==> config.mk <==
export PLATFORM = sky130hd
export DESIGN_NAME = mem_arbiter
export DESIGN_NICKNAME = d
export VERILOG_FILES = /design/src/rtl/mem_arbiter.sv
export SDC_FILE = /design/constraint.sdc
export NUM_CORES = 1
export LEC_CHECK = 0
export ABC_AREA = 1
export BUFFER_PORTS_ARGS = -buffer_cell sky130_fd_sc_hd__buf_2
export CAP_MARGIN = 20
export CORE_MARGIN = 2
export CORE_UTILIZATION = 45
export DETAILED_ROUTE_END_ITERATION = 10
export GPL_ROUTABILITY_DRIVEN = 0
export GPL_TIMING_DRIVEN = 0
export PLACE_DENSITY = 0.73
export SYNTH_ARGS = -nofsm -noshare
export SYNTH_HDL_FRONTEND = slang
export SYNTH_SLANG_ARGS = --single-unit
export TNS_END_PERCENT = 50
==> constraint.sdc <==
create_clock -name clock -period 1.95 [get_ports clock]
set_clock_uncertainty 0.2 [all_clocks]
set_input_delay 0.195 -clock clock [delete_from_list [all_inputs] [get_ports clock]]
set_output_delay 0.195 -clock clock [all_outputs]
set_load 0.05 [all_outputs]
==> src/rtl/mem_arbiter.sv <==
// Round-robin arbiter sharing one memory port between the IFU and LSU requesters.
// Watchdog completes hung transactions with ERR_DATA and flags err_timeout.
//
// state      | meaning
// S_IDLE     | no transaction in flight, bus free
// S_BUSY_IFU | IFU owns the bus, waiting for mem_respValid or watchdog
// S_BUSY_LSU | LSU owns the bus, waiting for mem_respValid or watchdog
module mem_arbiter #(
  parameter int unsigned TIMEOUT  = 1024,
  parameter logic [31:0] ERR_DATA = 32'hDEAD_BEEF
) (
  input  logic        clock,
  input  logic        reset,
  input  logic        ifu_reqValid,
  input  logic [31:0] ifu_addr,
  output logic        ifu_respValid,
  output logic [31:0] ifu_rdata,
  input  logic        lsu_reqValid,
  input  logic [31:0] lsu_addr,
  input  logic [1:0]  lsu_size,
  input  logic        lsu_wen,
  input  logic [31:0] lsu_wdata,
  input  logic [3:0]  lsu_wmask,
  output logic        lsu_respValid,
  output logic [31:0] lsu_rdata,
  output logic        mem_reqValid,
  output logic [31:0] mem_addr,
  output logic [1:0]  mem_size,
  output logic        mem_wen,
  output logic [31:0] mem_wdata,
  output logic [3:0]  mem_wmask,
  input  logic        mem_respValid,
  input  logic [31:0] mem_rdata,
  output logic        err_drop,
  output logic        err_timeout
);

  localparam int unsigned CW = (TIMEOUT > 1) ? $clog2(TIMEOUT) : 1;
  localparam logic [CW-1:0] WDOG_TC = CW'(TIMEOUT - 1);

  typedef enum logic [1:0] {S_IDLE, S_BUSY_IFU, S_BUSY_LSU} state_t;

  state_t        state, state_nxt;
  logic          ifu_pend, lsu_pend;
  logic [31:0]   ifu_addr_q, lsu_addr_q, lsu_wdata_q;
  logic [1:0]    lsu_size_q;
  logic          lsu_wen_q;
  logic [3:0]    lsu_wmask_q;
  logic          last_lsu;
  logic [CW-1:0] wdog;

  logic busy, fire, done;
  logic ifu_drop, lsu_drop, ifu_cand, lsu_cand;
  logic grant_ifu, grant_lsu;

  assign busy = (state != S_IDLE);
  assign fire = (TIMEOUT != 0) && busy && !mem_respValid && (wdog == WDOG_TC);
  assign done = busy && (mem_respValid || fire);

  // The owner's own pulse on its completion cycle is not a drop: it goes to the slot.
  assign ifu_drop = ifu_reqValid && (ifu_pend || (state == S_BUSY_IFU && !done));
  assign lsu_drop = lsu_reqValid && (lsu_pend || (state == S_BUSY_LSU && !done));
  assign ifu_cand = ifu_pend || (ifu_reqValid && !ifu_drop && state != S_BUSY_IFU);
  assign lsu_cand = lsu_pend || (lsu_reqValid && !lsu_drop && state != S_BUSY_LSU);

  always_comb begin
    state_nxt     = state;
    grant_ifu     = 1'b0;
    grant_lsu     = 1'b0;
    ifu_respValid = 1'b0;
    ifu_rdata     = 32'd0;
    lsu_respValid = 1'b0;
    lsu_rdata     = 32'd0;
    if (!busy || done) begin
      if (ifu_cand && lsu_cand) begin
        grant_lsu = !last_lsu;
        grant_ifu = last_lsu;
      end else begin
        grant_ifu = ifu_cand;
        grant_lsu = lsu_cand;
      end
      if (grant_ifu)      state_nxt = S_BUSY_IFU;
      else if (grant_lsu) state_nxt = S_BUSY_LSU;
      else                state_nxt = S_IDLE;
    end
    case (state)
      S_BUSY_IFU: begin
        ifu_respValid = done;
        ifu_rdata     = fire ? ERR_DATA : mem_rdata;
      end
      S_BUSY_LSU: begin
        lsu_respValid = done;
        lsu_rdata     = fire ? ERR_DATA : mem_rdata;
      end
      default: ;
    endcase
  end

  always_ff @(posedge clock or negedge reset) begin
    if (!reset) begin
      state        <= S_IDLE;
      ifu_pend     <= 1'b0;
      ifu_addr_q   <= 32'd0;
      lsu_pend     <= 1'b0;
      lsu_addr_q   <= 32'd0;
      lsu_size_q   <= 2'd0;
      lsu_wen_q    <= 1'b0;
      lsu_wdata_q  <= 32'd0;
      lsu_wmask_q  <= 4'd0;
      last_lsu     <= 1'b0;
      wdog         <= '0;
      mem_reqValid <= 1'b0;
      mem_addr     <= 32'd0;
      mem_size     <= 2'd0;
      mem_wen      <= 1'b0;
      mem_wdata    <= 32'd0;
      mem_wmask    <= 4'd0;
      err_drop     <= 1'b0;
      err_timeout  <= 1'b0;
    end else begin
      state        <= state_nxt;
      mem_reqValid <= grant_ifu || grant_lsu;
      err_drop     <= err_drop || ifu_drop || lsu_drop;
      err_timeout  <= err_timeout || fire;

      if (grant_ifu) begin
        ifu_pend <= 1'b0;
      end else if (ifu_reqValid && !ifu_drop) begin
        ifu_pend   <= 1'b1;
        ifu_addr_q <= ifu_addr;
      end

      if (grant_lsu) begin
        lsu_pend <= 1'b0;
      end else if (lsu_reqValid && !lsu_drop) begin
        lsu_pend    <= 1'b1;
        lsu_addr_q  <= lsu_addr;
        lsu_size_q  <= lsu_size;
        lsu_wen_q   <= lsu_wen;
        lsu_wdata_q <= lsu_wdata;
        lsu_wmask_q <= lsu_wmask;
      end

      // A pending slot always takes precedence over the same-cycle pulse (which is dropped).
      if (grant_ifu) begin
        mem_addr  <= ifu_pend ? ifu_addr_q : ifu_addr;
        mem_size  <= 2'd2;
        mem_wen   <= 1'b0;
        mem_wdata <= 32'd0;
        mem_wmask <= 4'd0;
        last_lsu  <= 1'b0;
      end else if (grant_lsu) begin
        mem_addr  <= lsu_pend ? lsu_addr_q  : lsu_addr;
        mem_size  <= lsu_pend ? lsu_size_q  : lsu_size;
        mem_wen   <= lsu_pend ? lsu_wen_q   : lsu_wen;
        mem_wdata <= lsu_pend ? lsu_wdata_q : lsu_wdata;
        mem_wmask <= lsu_pend ? lsu_wmask_q : lsu_wmask;
        last_lsu  <= 1'b1;
      end

      if (grant_ifu || grant_lsu) wdog <= '0;
      else if (busy && !done)     wdog <= wdog + 1'b1;
    end
  end

endmodule
==> key figures <==
Status
  • Status: finished with violations
  • Failing checks: negative setup slack

Route
  • First drt pass iteration count: 7
  • Drt wl/cell: 17.7 um
  • Vias/cell: ~5.3
  • Post-route DRC: 0
  • Post-DRT Antenna Nets: 0
  • Via count: 10472
  • DRT Wirelength: about 35000 um
  • Initial drt markers: 732

Timing
  • Fmax achieved: 0.411 GHz
  • Final TNS setup: -62230 ps
  • Hold_ws: 101 ps
  • Final setup fails: 253
  • Fin. max-slew vios: 0
  • Slew headroom: 0.478
  • Min Tclk post-route: 2430 ps
  • Post-layout worst setup margin: -481 ps
  • Period utilization: 1.25
  • Unrepaired setup endpoints after global routing: true
  • Worst Tran Pin Value: roughly 780 ps
  • Final Hold Viols: 0

GRT
  • GR Layer Usage met2: 0.517
  • Grt peak-use layer: met2
  • Initial antenna violation count: 4
  • First-pass GRT wire length: 54400 um
  • Vias in the first global route: around 10000
  • GRT overflow: 0
  • Met3 GRT Util: 0.0789
  • Maximum number of pins on one net before global-route repair: 121
  • Total GRT Usage: 0.306
  • GR Layer Usage met1: 0.382

Critical path
  • Crit-path slowest cell: dfrtp_1
  • Worst-path maximum fanout: 5
  • R2R depth: 12
  • CP Class: flip-flop to primary output
  • Type of origin of the critical path: flip-flop
  • Crit-path max cell delay: 410 ps
  • Critical Path RT: ~1600 ps
  • CP Data Arrival Time: ~2000 ps
  • Critical path, cell by cell: ha_4 -> inv_4 -> nor2_4 -> nand3_4 -> nor3_4 -> buf_6 -> nor3_4 -> buf_6
  • CP endpoint kind: primary output

Finish
  • Final core utilization: 0.704
  • Nets: 1836
  • Layout cells sized above 1: 0.298
  • Filler cells: 1549
  • Area Growth Syn to Fin: 52.4%
  • Register area: about 4800 sq um
  • Area taken by multi-input logic gates: roughly 5100 sq um

CTS
  • # H-tree levels: 4
  • CTS sink count: 192
  • CTS Buf Count: 17
  • CTS tree: yes
  • Clk Latency, worst-skew pair: 440 ps
  • Root buf cell: clkbuf_16
  • Clock transition at the registers of the reported paths: around 80 ps
  • Clk buf depth: 2

Worst hold path
  • Hold WC Path Type: primary input to asynchronous set/reset pin

Power and ir drop
  • Leak Pwr: 7.68 nW
  • Maximum vdd ir drop: 1.14 mV
  • Pwr Density: 1690 nW/um^2

Logic synthesis
  • FF+latch count, synth: 192
  • Ys Warns: 0
  • Syn Area/Cell: 7.75 sq um
  • Mapped Cells: 1262
  • Yosys cell types: 32
  • Seq/Total Area, Yosys: 0.491
  • Mapped Area: 9780 sq um
  • Mapped Nets: roughly 1400

Floorplanning
  • Die area: 22900 sq um
  • Starting density of the core: 0.462
  • Core ar.: between 20000 and 25000 sq um
  • Num rows: 53
  • Die Width: 151 um
  • Die height: 151 um
  • Ports: 280

Run
  • MaxCap Viol Count: 0

Placed design
  • Port bufs: 279
  • Final HPWL DP: approximately 23000 um
## registers in the layout, summed over array words and instances, names as in the netlist
signal        cells
mem_wen           1
mem_addr         32
lsu_pend          1
err_timeout       1
last_lsu          1
ifu_pend          1
ifu_addr_q       32
lsu_wmask_q       4
mem_size          2
mem_wmask         4
lsu_addr_q       32
err_drop          1
lsu_wen_q         1
lsu_wdata_q      32
mem_reqValid      1
wdog             10
lsu_size_q        2
state             2
mem_wdata        32
## through the flow
stage / power [mW] / area [sq um] / worst slack [ps] / std cells
after global placement: 19.7 / 12200 / -2810 / 1816
final: 25.2 / 14900 / -481 / 1986
after floorplan: 16.4 / 10500 / -88.3 / 1262
after global routing: 26.8 / 14900 / -530 / 1986
after detailed placement: 20.0 / 12300 / -500 / 1817
after CTS: 24.4 / 14600 / -413 / 1973
## synthesized netlist by cell type
cell	n	area, sq um
nor3_2	1	10.0
clkbuf_1	41	154
clkbuf_2	3	15.0
nor2_4	1	11.3
inv_1	74	278
o21ai_0	129	646
mux2i_1	60	601
or2_2	1	6.26
xor2_1	4	35.0
clkinv_4	1	8.76
nand2_2	3	18.8
nand3_1	45	225
a21oi_2	1	8.76
nor2_1	16	60.1
buf_2	19	95.1
o21bai_1	1	7.51
nand2_4	2	22.5
buf_4	12	90.1
nor3_1	18	90.1
nor2_2	2	12.5
nand3_2	5	50.1
ha_1	1	12.5
a21oi_1	55	275
nand3_4	1	17.5
buf_1	8	30.0
nand2_1	526	1970
o21ai_1	17	85.1
nand4_1	14	87.6
inv_2	7	26.3
buf_6	1	11.3
xnor2_1	1	8.76
dfrtp_1	192	4800
## where the power goes
part / total, mW / switching [mW] / internal [mW] / leakage (nW)
combinational: 15.0 / 10.4 / 4.61 / 5.00
sequential: 6.69 / 0.947 / 5.75 / 2.41
clock: 3.51 / 1.70 / 1.81 / 0.275
total: 25.2 / 13.1 / 12.2 / 7.68
## timing repair
| action | CTS | global route |
|---|---|---|
| hold buffers | 106 | 0 |
| gates resized for setup | 165 | 109 |
| cloned | 3 | 2 |
| endpoints found under the hold margin | 237 | 0 |
| setup endpoints to repair | 257 | 256 |
| setup buffers | 16 | 9 |
| pin swaps | 10 | 10 |
## layout make-up
| class | count | area share |
|---|---|---|
| Antenna cell | 4 | 0.000672 |
| Timing Repair Buffer | 414 | 0.209 |
| Sequential cell | 192 | 0.323 |
| Buffer | 83 | 0.0417 |
| Clock buffer | 18 | 0.0288 |
| Clock inverter | 13 | 0.00941 |
| Inverter | 82 | 0.0223 |
| Multi-Input combinational cell | 905 | 0.342 |
| Tap cell | 275 | 0.0231 |
## cell families (layout without fill, tap and decap cells)
group / count (synthesis) / after routing / share of synthesized area
other: 0 / 4 / 0
DFF: 192 / 192 / 0.491
AOI/OAI and AO/OA: 203 / 203 / 0.105
and+or+nand+nor: 635 / 636 / 0.264
adders and majority gates: 1 / 1 / 0.00128
muxes: 60 / 60 / 0.0614
buffers and inverters: 166 / 610 / 0.0724
xor gates and xnor gates: 5 / 5 / 0.00448
## worst max-delay path, delay by kind of cell (launching register included)
kind | cells | cell delay [ps]
flops | 1 | 410
buf+inv | 3 | 400
fa+ha+maj | 1 | 190
simple gates | 4 | 590
## routing by layer
metal	share of wire	wire (um)	vias to the layer above
li1	-	-	4921
met1	0.39	13700	4973
met2	0.49	17300	484
met3	0.087	3070	94
met4	0.031	1110	0
met5	0	0	-
## placed cells by master, fill, tap and decap left out, types with 13 or more instances in the layout
cell,instances
o21ai_1,28
mux2i_1,60
inv_1,73
buf_2,222
nand3_1,44
dlygate4sd3_1,106
a21oi_4,45
nand4_1,14
buf_4,49
clkbuf_1,13
o21ai_0,117
nand2_1,524
dfrtp_1,189
buf_6,61
nor3_4,13
clkbuf_16,18
## path summary, 6_finish.rpt
| check | from | end | slack [ps] |
|---|---|---|---|
| max in group asynchronous | reset | mem_wdata[25] | 410 |
| min in group clock | mem_respValid | err_drop | 170 |
| max | wdog[1] | ifu_rdata[4] | -480 |
| min | reset | ifu_addr_q[8] | 100 |
| min reg2reg | mem_addr[19] | mem_addr[19] | 280 |
| max reg2reg | wdog[1] | mem_wdata[10] | -260 |
Power figures use the tool's default switching activity.
